`src/rtl/proc_pkg.sv`:
```
// Shared definitions for the simple processor, its instruction memory and
// the instruction-fetch sequencer that sits between them.
package proc_pkg;

  localparam int PROC_DATA_W = 9;
  localparam int PROC_ADDR_W = 5;

  typedef enum logic [1:0] {
    IDLE  = 2'd0,
    FETCH = 2'd1,
    HOLD  = 2'd2,
    HALT  = 2'd3
  } fetch_state_e;

endpackage

```
`src/rtl/fetch_lat_cnt.sv`:
```
// Down-counter that times a synchronous memory read: loaded with the read
// latency when a fetch starts, it reports done once that many clocks have
// elapsed so the fetch FSM can capture the returned word on the next edge.
module fetch_lat_cnt #(
  parameter int MEM_LATENCY = 1
) (
  input  logic clk_i,
  input  logic rst_ni,
  input  logic load_i,
  input  logic clr_i,
  output logic done_o
);

  localparam int CNT_W = $clog2(MEM_LATENCY + 1);

  logic [CNT_W-1:0] cnt_q;
  logic [CNT_W-1:0] cnt_d;

  // Load wins over clear; otherwise count down and rest at zero.
  always_comb begin
    cnt_d = cnt_q;
    if (load_i) begin
      cnt_d = CNT_W'(MEM_LATENCY);
    end else if (clr_i) begin
      cnt_d = '0;
    end else if (cnt_q != '0) begin
      cnt_d = cnt_q - CNT_W'(1);
    end
  end

  // Counter register.
  always_ff @(posedge clk_i or negedge rst_ni) begin
    if (!rst_ni) begin
      cnt_q <= '0;
    end else begin
      cnt_q <= cnt_d;
    end
  end

  assign done_o = (cnt_q == '0);

endmodule

```
`src/rtl/instr_fetch.sv`:
```
// Instruction-fetch sequencer: walks the program counter through a
// synchronous instruction memory, captures each returned word into DIN and
// holds it with Valid until the processor signals Advance. Supports PC load
// (jump/restart), wrap-or-halt at the last program address and Enable gating.
module instr_fetch
  import proc_pkg::*;
#(
  parameter int DATA_W      = PROC_DATA_W,
  parameter int ADDR_W      = PROC_ADDR_W,
  parameter int LAST_ADDR   = 2**ADDR_W - 1,
  parameter int MEM_LATENCY = 1,
  parameter bit WRAP        = 1'b1
) (
  input  logic              Clock,
  input  logic              Resetn,
  input  logic              Enable,
  input  logic              Advance,
  input  logic              Load,
  input  logic [ADDR_W-1:0] LoadAddr,
  output logic [ADDR_W-1:0] MemAddr,
  input  logic [DATA_W-1:0] MemData,
  output logic [DATA_W-1:0] DIN,
  output logic              Valid,
  output logic              Halted,
  output logic [ADDR_W-1:0] PC
);

  localparam logic [ADDR_W-1:0] LAST = ADDR_W'(LAST_ADDR);

  fetch_state_e      state_q, state_d;
  logic [ADDR_W-1:0] pc_q, pc_d;
  logic [ADDR_W-1:0] maddr_q;
  logic [DATA_W-1:0] din_q, din_d;
  logic              valid_q, valid_d;
  logic              halted_q, halted_d;
  logic              cnt_load, cnt_clr, lat_done;

  fetch_lat_cnt #(
    .MEM_LATENCY(MEM_LATENCY)
  ) u_lat_cnt (
    .clk_i (Clock),
    .rst_ni(Resetn),
    .load_i(cnt_load),
    .clr_i (cnt_clr),
    .done_o(lat_done)
  );

  // Next-state logic; Load overrides everything, including Advance.
  always_comb begin
    state_d  = state_q;
    pc_d     = pc_q;
    din_d    = din_q;
    valid_d  = valid_q;
    halted_d = halted_q;
    cnt_load = 1'b0;
    cnt_clr  = 1'b0;
    if (Load) begin
      // Any read in flight is abandoned: the counter restarts for the new PC.
      pc_d     = LoadAddr;
      valid_d  = 1'b0;
      halted_d = 1'b0;
      cnt_clr  = 1'b1;
      if (Enable) begin
        state_d  = FETCH;
        cnt_load = 1'b1;
      end else begin
        state_d = IDLE;
      end
    end else begin
      case (state_q)
        IDLE: begin
          if (Enable) begin
            state_d  = FETCH;
            cnt_load = 1'b1;
          end
        end
        FETCH: begin
          // Enable is not looked at here so a started read always completes.
          if (lat_done) begin
            din_d   = MemData;
            valid_d = 1'b1;
            state_d = HOLD;
          end
        end
        HOLD: begin
          if (Advance) begin
            valid_d = 1'b0;
            if ((pc_q == LAST) && !WRAP) begin
              halted_d = 1'b1;
              state_d  = HALT;
            end else begin
              pc_d     = (pc_q == LAST) ? '0 : pc_q + ADDR_W'(1);
              state_d  = Enable ? FETCH : IDLE;
              cnt_load = Enable;
            end
          end
        end
        HALT: begin
          valid_d  = 1'b0;
          halted_d = 1'b1;
        end
        default: state_d = IDLE;
      endcase
    end
  end

  // State, PC, memory address and output word registers.
  always_ff @(posedge Clock or negedge Resetn) begin
    if (!Resetn) begin
      state_q  <= IDLE;
      pc_q     <= '0;
      maddr_q  <= '0;
      din_q    <= '0;
      valid_q  <= 1'b0;
      halted_q <= 1'b0;
    end else begin
      state_q  <= state_d;
      pc_q     <= pc_d;
      maddr_q  <= pc_d;
      din_q    <= din_d;
      valid_q  <= valid_d;
      halted_q <= halted_d;
    end
  end

  assign MemAddr = maddr_q;
  assign DIN     = din_q;
  assign Valid   = valid_q;
  assign Halted  = halted_q;
  assign PC      = pc_q;

endmodule
```
`config.mk`:
```
export PLATFORM = sky130hd
export DESIGN_NAME = instr_fetch
export DESIGN_NICKNAME = d
export VERILOG_FILES = /design/src/rtl/proc_pkg.sv /design/src/rtl/fetch_lat_cnt.sv /design/src/rtl/instr_fetch.sv
export SDC_FILE = /design/constraint.sdc
export NUM_CORES = 1
export LEC_CHECK = 0
export CAP_MARGIN = 30
export CORE_MARGIN = 1
export CORE_UTILIZATION = 60
export CTS_CLUSTER_SIZE = 28
export DETAILED_ROUTE_END_ITERATION = 16
export DONT_BUFFER_PORTS = 1
export PLACE_DENSITY = 0.76
export SYNTH_ARGS = -nofsm -noshare
export SYNTH_HDL_FRONTEND = slang
export SYNTH_SLANG_ARGS = --single-unit
```
`constraint.sdc`:
```
create_clock -name Clock -period 4.2 [get_ports Clock]
set_input_delay 0.21 -clock Clock [delete_from_list [all_inputs] [get_ports Clock]]
set_output_delay 0.21 -clock Clock [all_outputs]
set_load 0.01 [all_outputs]
```
==> flow_metrics.env <==
export IMPL_synth_nets=99
export IMPL_wl_um=1330
export IMPL_status="finished, final reports clean"
export IMPL_gp_congestion=0.671
export IMPL_tightest_slew_ps=805
export IMPL_grt_max_degree=20
export IMPL_worstPathRequired_ps=4420
export IMPL_power_leakage_uw=0.000432
export IMPL_seq_area_frac_synth=0.535
export IMPL_start_kind="flip-flop"
export IMPL_slew_violations=0
export IMPL_die_h_um=40.5
export IMPL_worst_hold_path_type="input pin to flip-flop"
export IMPL_finish_utilization=0.681
export IMPL_clkSinkCount=19
export IMPL_syn_inst=78
export IMPL_finalSetupTns_ps=0
export IMPL_fin_crit_sh=0.465
export IMPL_synth_top_area_frac=0.535
export IMPL_viasPerCell=5.84
export IMPL_synth_area_top_cells="dfrtp_1 (54%), mux2_2 (11%), buf_4 (4.2%), o21ai_0 (3.9%), mux2i_1 (3.4%)"
export IMPL_ys_types=22
export IMPL_clock_root_buffer="clkbuf_4"
export IMPL_skew_ps=5.40
export IMPL_diodes=0
export IMPL_drt_iter0_markers=10
export IMPL_cts_buffer_depth=2
export IMPL_fp_dieW_um=40.5
export IMPL_tritoncts="done"
export IMPL_path_max_fanout=7
export IMPL_finalSetupViolCount=0
export IMPL_dieArea_um2=1640
export IMPL_ctsResizeCount=0
export IMPL_clk_latency_ps=290
export IMPL_fin_crit_ps=1950
export IMPL_crit_path_end_kind="flip-flop"
export IMPL_cp_arrival_ps=2180
export IMPL_cap_violations=0
export IMPL_ys_seq_elements=19
export IMPL_vias=537
export IMPL_hold_viol_final=0
export IMPL_power_uw=421
export IMPL_h_tree_depth=1
export IMPL_rsz0062_at_grt="false"
export IMPL_whs_ps=16.8
export IMPL_dp_hpwl_um=936
export IMPL_rows=13
export IMPL_start_util=0.666
export IMPL_ant_nets=0
export IMPL_holdBufCountCts=2
export IMPL_grt_pass1_wl_um=1880
export IMPL_layout_common_cells="dfrtp_1 (19), mux2_2 (9), nor2_1 (8), o21ai_0 (7), inv_1 (4)"
export IMPL_layout_drive_gt1_share=0.182
export IMPL_synthesis_area_um2=888
export IMPL_wl_per_cell_um=14.5
export IMPL_path_class="flip-flop to flip-flop"
export IMPL_dr_pass1_iters=3
export IMPL_max_slew_margin=0.461
export IMPL_area_growth_pct=2.25
export IMPL_grt_pass1_vias=441
export IMPL_cts_buffers=3
export IMPL_boundaryPins=40
export IMPL_nNetsFinal=99
export IMPL_drt_drc_violations_left=0
export IMPL_synth_area_leader_cell="dfrtp_1"
export IMPL_power_density_nw_per_um2=464
export IMPL_core_um2=1330
export IMPL_syn_mean_instance_area_um2=11.4
export IMPL_max_freq_mhz=512
export IMPL_grt_usage=0.185
export IMPL_clkTransAtPathRegs_ps=110
export IMPL_ir_worst_vdd_uv=285
export IMPL_yosys_warnings=0
export IMPL_grt_ovfl_total=0
export IMPL_antenna_found_initial=0
export IMPL_layout_commonest_cell="dfrtp_1"
export IMPL_io_buffers=0
export IMPL_cts_setup_buffers=0
## power by group
group	leakage [uW]	total, uW	switching, uW	internal, uW
combinational	0.000185	62.0	24.7	37.3
clock	0.0000177	89.5	54.1	35.4
sequential	0.000230	270	48.8	221
total	0.000432	421	128	294
## metal layers
layer	vias to the layer above	wire length, um	track usage
li1	267	-	-
met1	242	615	0.235
met2	26	610	0.258
met3	2	95	0.0667
met4	0	12	0.125
met5	-	0	0
## final timing paths
path | start | to | slack (ps) | cells after the start
setup reg to reg | MemAddr[0] | MemAddr[3] | 2250 | 5
hold reg to reg | Halted | Halted | 580 | 2
setup / recovery | MemAddr[0] | MemAddr[3] | 2250 | 5
hold / removal | Load | MemAddr[1] | 20 | 1
min in group asynchronous | Resetn | MemAddr[3] | 440 | 1
max in group asynchronous | Resetn | DIN[7] | 3260 | 1
## Yosys cell counts
library cell / n
mux2i_1: 3
o21ai_0: 7
inv_1: 4
or4_1: 1
or2b_1: 1
nand3_1: 1
or4b_1: 1
clkbuf_1: 1
nor2b_1: 1
nand3b_4: 1
dfrtp_1: 19
ha_1: 2
a31oi_1: 3
buf_2: 1
buf_4: 5
nor2_1: 8
o32ai_1: 1
and3_1: 2
nand2_1: 3
a21oi_1: 3
mux2_2: 9
a22oi_1: 1
## per-stage QoR
step / std cells / area [um2] / worst slack, ps
3_3_place_gp: 86 / 861 / 2310
2_1_floorplan: 78 / 888 / 2400
6_report: 92 / 908 / 2250
3_5_place_dp: 86 / 861 / 2270
4_1_cts: 92 / 908 / 2240
5_1_grt: 92 / 908 / 2170
## critical path, cell delays in order, from the launching register on
cell	delay, ps
dfrtp_1	510
ha_1	280
and3_1	190
ha_1	230
or4_1	510
a31oi_1	160
## logic make-up after synthesis
group           Yosys count  synth area share
simple gates             19             0.124
flops                    19             0.535
compound gates           15            0.0958
mux                      12             0.148
buf+inv                  11            0.0690
fa+ha+maj                 2            0.0282
## area by class of cell
cell class,instances,area [um2]
fill,110,425
clock inverter,1,5.00
tap,15,18.8
sequential,19,475
timing repair buffer,2,20.0
clock buffer,3,22.5
multi-input combinational,48,352
inverter,4,15.0
## registers in the layout, indices dropped and copies added, names as in the netlist
register and cells:
DIN 9, Halted 1, MemAddr 5, Valid 1, state_q 2, u_lat_cnt.cnt_q 1
Power figures use the tool's default switching activity.
